[config.mk]
export PLATFORM = sky130hd
export DESIGN_NAME = uart_rx_fifo
export DESIGN_NICKNAME = d
export VERILOG_FILES = /design/src/rtl/uart_rx_fifo.sv
export SDC_FILE = /design/constraint.sdc
export NUM_CORES = 1
export LEC_CHECK = 0
export BUFFER_PORTS_ARGS = -buffer_cell sky130_fd_sc_hd__clkbuf_2
export CAP_MARGIN = 15
export CORE_MARGIN = 5
export CORE_UTILIZATION = 50
export CTS_CLUSTER_DIAMETER = 30
export DETAILED_ROUTE_END_ITERATION = 8
export PLACE_DENSITY = 0.67
export REMOVE_ABC_BUFFERS = 1
export SYNTH_ARGS = -nofsm -noshare
export SYNTH_HDL_FRONTEND = slang
export SYNTH_SLANG_ARGS = --single-unit
[constraint.sdc]
create_clock -name clk -period 6.1 [get_ports clk]
set_input_delay 1.22 -clock clk [delete_from_list [all_inputs] [get_ports clk]]
set_output_delay 1.22 -clock clk [all_outputs]
set_load 0.005 [all_outputs]
[src/rtl/uart_rx_fifo.sv]
// uart_rx_fifo: receive byte FIFO with CPU register port; optional rts_n hysteresis flow control under UART_RX_RTS_EN
module uart_rx_fifo #(
  parameter int DEPTH_LOG2 = 4,
  parameter int RTS_HI = 12,
  parameter int RTS_LO = 4
) (
  input  logic       clk,
  input  logic       rst_n,
  input  logic [7:0] rx_data,
  input  logic       rx_data_valid,
  output logic       rx_data_ready,
  input  logic       uart_cs,
  input  logic       R_W_n,
  input  logic [3:0] reg_addr,
  input  logic [7:0] data_i,
  output logic [7:0] data_o
`ifdef UART_RX_RTS_EN
  ,
  output logic       rts_n
`endif
);
  localparam logic [DEPTH_LOG2:0] DEPTH = (DEPTH_LOG2 + 1)'(2 ** DEPTH_LOG2);
  localparam logic [DEPTH_LOG2:0] CNT1 = (DEPTH_LOG2 + 1)'(1);
  localparam logic [DEPTH_LOG2-1:0] PTR1 = (DEPTH_LOG2)'(1);
  logic [7:0] mem [2 ** DEPTH_LOG2];
  logic [DEPTH_LOG2-1:0] wptr, rptr;
  logic [DEPTH_LOG2:0] count;
  logic overrun, rd_q, wr_q, rts_state;
  logic rd_sel, wr_sel, pop, push, flush, wr_pulse, ovr_set, full, not_empty;
  logic unused_data;
  assign rx_data_ready = 1'b1;
  assign unused_data = ^data_i[7:1];
  assign rd_sel = uart_cs & R_W_n & (reg_addr == 4'h0);
  assign wr_sel = uart_cs & ~R_W_n & (reg_addr == 4'h3);
  assign full = count == DEPTH;
  assign not_empty = count != '0;
  assign pop = rd_q & ~rd_sel & not_empty;
  assign push = rx_data_valid & (~full | pop);
  assign ovr_set = rx_data_valid & full & ~pop;
  assign wr_pulse = wr_sel & ~wr_q;
  assign flush = wr_pulse & data_i[0];
  // access-edge detectors: pop on the end of a head read, write acts on its first cycle
  always_ff @(posedge clk or negedge rst_n)
    if (!rst_n) begin
      rd_q <= 1'b0;
      wr_q <= 1'b0;
    end else begin
      rd_q <= rd_sel;
      wr_q <= wr_sel;
    end
  // pointers, fill count and sticky overrun; flush overrides any push or pop
  always_ff @(posedge clk or negedge rst_n)
    if (!rst_n) begin
      wptr <= '0;
      rptr <= '0;
      count <= '0;
      overrun <= 1'b0;
    end else begin
      wptr <= flush ? '0 : push ? wptr + PTR1 : wptr;
      rptr <= flush ? '0 : pop ? rptr + PTR1 : rptr;
      count <= flush ? '0 : (push & ~pop) ? count + CNT1 : (pop & ~push) ? count - CNT1 : count;
      overrun <= ovr_set | (overrun & ~wr_pulse);
    end
  // storage array is not reset; the head read is gated while empty
  always_ff @(posedge clk)
    if (push & ~flush) mem[wptr] <= rx_data;
`ifdef UART_RX_RTS_EN
  localparam logic [DEPTH_LOG2:0] HI = (DEPTH_LOG2 + 1)'(RTS_HI);
  localparam logic [DEPTH_LOG2:0] LO = (DEPTH_LOG2 + 1)'(RTS_LO);
  // flow control with hysteresis: deassert near full, reassert once drained low
  always_ff @(posedge clk or negedge rst_n)
    if (!rst_n) rts_n <= 1'b0;
    else if (count >= HI) rts_n <= 1'b1;
    else if (count <= LO) rts_n <= 1'b0;
  assign rts_state = rts_n;
`else
  assign rts_state = 1'b0;
`endif
  // register read mux
  always_comb
    data_o = reg_addr == 4'h0 ? (not_empty ? mem[rptr] : 8'h00) :
             reg_addr == 4'h1 ? {4'b0, rts_state, overrun, full, not_empty} :
             reg_addr == 4'h2 ? 8'(count) : 8'h00;
endmodule

# Word level (Yosys, flattened, before mapping)

Memory sizes are Yosys's and may differ from the RTL's.
Index checks and enable logic that the tools add are counted.

Register bits after elaboration: 16
Memory bits (writable): 128
Memories: 1
Word-level logic and storage cells: 58

Reductions and logical operators: 5
Muxes and demuxes: 13
Bitwise gates (word level): 25
Eq/ne operators: 4
$add $sub $neg: 4

Memory list:

| memory | words | width | read ports | clocked after Yosys merged registers in | write ports | RTL line | text |
|---|---|---|---|---|---|---|---|
| mem    | 16    | 8     | 1          | 0                                       | 1           | 25       | `logic [7:0] mem [2 ** DEPTH_LOG2];` |

Operator list:

| kind                | number |
|---|---|
| $mux 5              | 5 |
| $mux 4              | 4 |
| $mux 8              | 2 |
| $and 1x1->1         | 15 |
| $add 4x1->4 const B | 2 |
| $eq 4x2->1 const B  | 2 |
| $not 1->1           | 8 |
| $add 5x1->5 const B | 1 |
| $eq 5x5->1 const B  | 1 |
| $reduce_bool 5->1   | 1 |
| $sub 5x1->5 const B | 1 |
| $eq 4x1->1 const B  | 1 |
| $logic_not 4->1     | 1 |
| $reduce_bool 2->1   | 2 |
| $reduce_bool 3->1   | 1 |
| $mux 1              | 2 |
| $or 1x1->1          | 2 |

# Depth between registers and ports, before layout

Word-level depth: 12
Gate-level depth with buffers: 11
Mapped depth without buffers: 10

# Worst setup path after synthesis

No wires, ideal clock.

Kind: input-to-reg
From: input port reg_addr[1]
To: register count[4]
Buffers on the path: 1
Arrival time: 3.840 ns
Stages on the path: 11
Setup time: 0.082 ns
Slack: 2.178 ns
Path through: buf_6 -> or4_4 -> o221ai_2 -> o211a_4 -> clkinv_4 -> fa_1 -> a21o_1 -> a21oi_1 -> nand2_1 -> or4_1 -> a31oi_1

Cells in the longest elaborated chain, start to end: 10
Elaborated cells on any way between the ends: 18
Classes of those cells: eq/ne: 1; mux: 2; bitwise: 13; reduce/logical: 2

RTL lines:

| item                                        | RTL line | text |
|---|---|---|
| start: declaration                          | 14       | `input logic [3:0] reg_addr,` |
| $logic_not 4->1                             | 33       | `assign rd_sel = uart_cs & R_W_n & (reg_addr == 4'h0);` |
| $and 1x1->1                                 | 33       |  |
| $not 1->1                                   | 37       | `assign pop = rd_q & ~rd_sel & not_empty;` |
| $and 1x1->1 (2 in series)                   | 37       |  |
| $or 1x1->1                                  | 38       | `assign push = rx_data_valid & (~full \| pop);` |
| $and 1x1->1                                 | 38       |  |
| $and 1x1->1 or $not 1->1 (tied branches)    | 61       | `count <= flush ? '0 : (push & ~pop) ? count + CNT1 : (pop & ~push) ? count - CNT1 : count;` |
| $mux 5 or $and 1x1->1 (tied branches)       | 61       |  |
| $mux 5 or $reduce_bool 3->1 (tied branches) | --       |  |
| end signal: assignment                      | 61       |  |
| end: declaration                            | 27       | `logic [DEPTH_LOG2:0] count;` |

Several ways; a longest one is shown, not always the timed one.
A chain may end at the register's enable or synchronous reset.

# Worst setup path in the final report

From: register rptr[0]
To: output port data_o[4]

Cells in the longest elaborated chain, start to end: 3

RTL lines:

| item                     | RTL line | text |
|---|---|---|
| start: declaration       | 26       | `logic [DEPTH_LOG2-1:0] wptr, rptr;` |
| start signal: assignment | 60       | `rptr <= flush ? '0 : pop ? rptr + PTR1 : rptr;` |
| $mem_v2 16x8             | --       |  |
| $mux 8 (2 in series)     | 81       | `data_o = reg_addr == 4'h0 ? (not_empty ? mem[rptr] : 8'h00) :` |
| end: declaration         | 16       | `output logic [7:0] data_o` |

Every way passes these cells.

==> summary.md <==
| Metric | Value |
|---|---|
| Core area | `around 12,000 µm²` |
| RSZ-0062 raised after global routing | `false` |
| Syn avg cell area | `around 18 µm²` |
| Cell at the slowest stage of the critical path | `dfrtp_2` |
| Hold crit path type | `reg2reg` |
| Synth top area share | `0.627` |
| R2r startpoint | `count[0]$_DFFE_PN0P_` |
| Vias/cell | `5.87` |
| Slew HR | `0.305` |
| Pins over their slew limit | `0` |
| TritonCTS buffer count | `17` |
| Period utilisation layout | `0.704` |
| Total global routing track utilization | `0.176` |
| DRT iter0 DRCs | `about 180` |
| Row count | `40` |
| Hold WS | `~0.55 ns` |
| H-Tree Depth | `4` |
| GRT met2 Usage | `0.277` |
| RR Endpoint | `count[4]$_DFFE_PN0P_` |
| Synth Area in XOR/XNOR | `0.00857` |
| Post-DP HPWL | `about 7500 µm` |
| Drt wl/cell | `between 20 and 25 µm` |
| Port bufs | `25` |
| Die H | `between 100 and 150 µm` |
| Grt total ovfl | `0` |
| Yosys cell types | `53` |
| Final hold violation count | `0` |
| Yosys reg bits | `around 140` |
| Hold Path Depth | `2` |
| Insertion delay to the later sink of the worst-skew pair | `roughly 0.41 ns` |
| Non-Filler Instances | `528` |
| Number of global-route vias before repair | `about 3,200` |
| Post-CTS Resized | `0` |
| Adder-Cell Fraction of Synth Area | `0.0196` |
| Starting Density | `0.511` |
| Layout cells sized above 1 | `0.276` |
| Final WL | `around 12,000 µm` |
| Max-cap violation count | `0` |
| Die extent in x | `approximately 120 µm` |
| Worst-path clk slew | `0.06 ns` |
| Fin nets | `402` |
| Critical Path RT | `~5 ns` |
| Post-route minimum period | `around 4.3 ns` |
| Slowest stage delay, CP | `0.89 ns` |
| R2r worst-path depth | `10` |
| Crit path kind | `reg2out` |
| Most Frequent Cell on Critical Path | `mux4_2` |
| Area Overhead vs Synth | `13.5%` |
| Detail Route Antenna Nets | `0` |
| Placed cells | `496` |
| Max Clk Rate | `233 MHz` |
| Setup crit start kind | `register` |
| Setup_tns | `0 ns` |
| Setup crit end kind | `output pin` |
| Multiplexer share of the synthesized area | `0.149` |
| Hold Buf Count CTS | `0` |
| Crit path DAT | `3.08 ns` |
| Synth top area cells | `edfxtp_1 63%, mux4_2 13%, dfrtp_1 6.5%, and2_1 1.7%, ha_1 1.6%` |
| Max VDD drop | `257 µV` |
| Io pins | `34` |
| CTS tree | `yes` |
| Die Area | `14,600 µm²` |
| Met1 usage | `0.245` |
| Crit path cell chain | `buf_4, mux4_2, mux4_2, nor2_1, nor4_1, clkbuf_2` |
| 1st-pass router iterations | `4` |
| Placer congestion estimate | `~0.8` |
| Area share of and/or/nand/nor cells after synthesis | `0.0706` |
| Count leader, synth | `edfxtp_1` |
| Largest net degree at the start of global routing | `30` |
| Worst Hold End | `wptr[3]$_DFFE_PN0P_` |
| Post-CTS Setup Bufs | `0` |
| Setup slack, reg-to-reg | `around 2.5 ns` |
| Synth cell count leaders | `128 x edfxtp_1, 36 x mux4_2, 17 x and2_1` |
| Grt peak-use layer | `met2` |
| Slew at the pin with the worst max-slew slack | `slightly above 1 ns` |
| Top cell type by total area after synthesis | `edfxtp_1` |
| Post-Syn Area | `6130 µm²` |
| Leakage power | `between 2 and 2.5 nW` |
| Tot Pwr | `2.93 mW` |
| Syn Inst Count | `340` |
| Power per cell area | `421 nW/µm²` |
| Status | `completed` |
| CP Max Fanout | `24` |
| Clock sinks | `144` |
| Clock root buffer | `clkbuf_16` |
| Layout Skew | `slightly above 0.006 ns` |
| Hold Crit Start | `wr_q$_DFF_PN0_` |
| Largest family of logic cells by synthesized area | `multiplexers` |
| Asr flop ratio synth | `0.111` |
| DRC viols | `0` |
| EDFF count, synth | `128` |
| First-pass GRT wire length | `18,700 µm` |
| GR Util met3 | `0.0355` |
| Top_reg_cell synth | `edfxtp_1` |
| Initial antenna violation count | `0` |
| Ant. Diodes | `0` |
| Compound-Gate Fraction of Synth Area | `0.0414` |
| Setup Viol. Count Final | `0` |
| Ys Warns | `0` |
| Sequential-to-total area share from yosys stat | `0.692` |
| Clock Tree Buf Depth | `2` |
| Via count | `3,098` |
==> cell usage in the layout (no fill, tap or decap), drive strengths merged, types with 3 or more instances in the layout <==
cell type | Yosys | routed
and2 | 17 | 17
nor2 | 14 | 14
clkbuf | 10 | 44
mux2 | 3 | 3
and3 | 3 | 3
xor2 | 4 | 4
clkinv | 1 | 7
mux2i | 7 | 7
bufinv | 0 | 3
ha | 8 | 8
or4 | 3 | 3
o21ai | 8 | 8
nand3 | 6 | 6
nor2b | 3 | 3
nand2 | 8 | 8
edfxtp | 128 | 128
mux4 | 36 | 36
dfrtp | 16 | 16
nor3 | 9 | 9
a21oi | 10 | 10
nor4 | 4 | 4
inv | 3 | 5
==> through the flow <==
stage | util | worst slack (ns) | cell area (µm²)
after global routing | 0.580 | 1.54 | 6960
after detailed placement | 0.530 | 1.79 | 6370
after global placement | 0.530 | 1.88 | 6370
after floorplan | - | 2.15 | 6040
final | 0.580 | 1.80 | 6960
after CTS | 0.580 | 1.69 | 6960
==> worst max-delay path: cells and delay by family, from the launching register on <==
family | cells | cell delay, ns
simple gates | 2 | 0.16
mux | 2 | 1.10
flops | 1 | 0.89
buf+inv | 2 | 0.51
==> logic make-up after synthesis <==
group           count (synthesis)
simple gates                   77
buf+inv                        22
flops                         144
other cells                     1
fa+ha+maj                       9
compound gates                 35
mux                            46
xor+xnor                        6
==> state kept, by name, indices dropped and copies added, names as in the netlist <==
name     flops
count        5
rptr         4
wr_q         1
overrun      1
mem        128
rd_q         1
wptr         4
==> worst max path at each step <==
stage                         from                    to  slack (ns)
2_1_floorplan  rptr[0]$_DFFE_PN0P_             data_o[5]        2.15
3_3_place_gp           reg_addr[1]  count[4]$_DFFE_PN0P_        1.88
3_5_place_dp           reg_addr[0]  count[4]$_DFFE_PN0P_        1.79
4_1_cts        rptr[0]$_DFFE_PN0P_             data_o[1]        1.69
5_1_grt        rptr[0]$_DFFE_PN0P_             data_o[2]        1.54
6_report       rptr[0]$_DFFE_PN0P_             data_o[4]        1.80
==> routing by layer <==
layer	vias up	share of wire	routed length, µm
met5	-	0	0
met4	0	0.017	197
met3	12	0.051	599
met2	69	0.49	5720
met1	1588	0.44	5150
li1	1429	-	-
==> power by group <==
group	switching (mW)	internal [mW]	leakage [nW]
clock network	0.385	0.644	0.285
registers	0.114	1.20	1.35
logic	0.290	0.301	0.678
total	0.789	2.14	2.32
==> area by class of cell <==
cell class	count	area, µm²
timing repair buffer	27	140
sequential	144	4250
tap	147	184
clock inverter	13	163
clock buffer	19	433
inverter	4	20.0
fill	917	5050
multi-input combinational	174	1780
No activity file was read; power rests on OpenSTA's default activity.
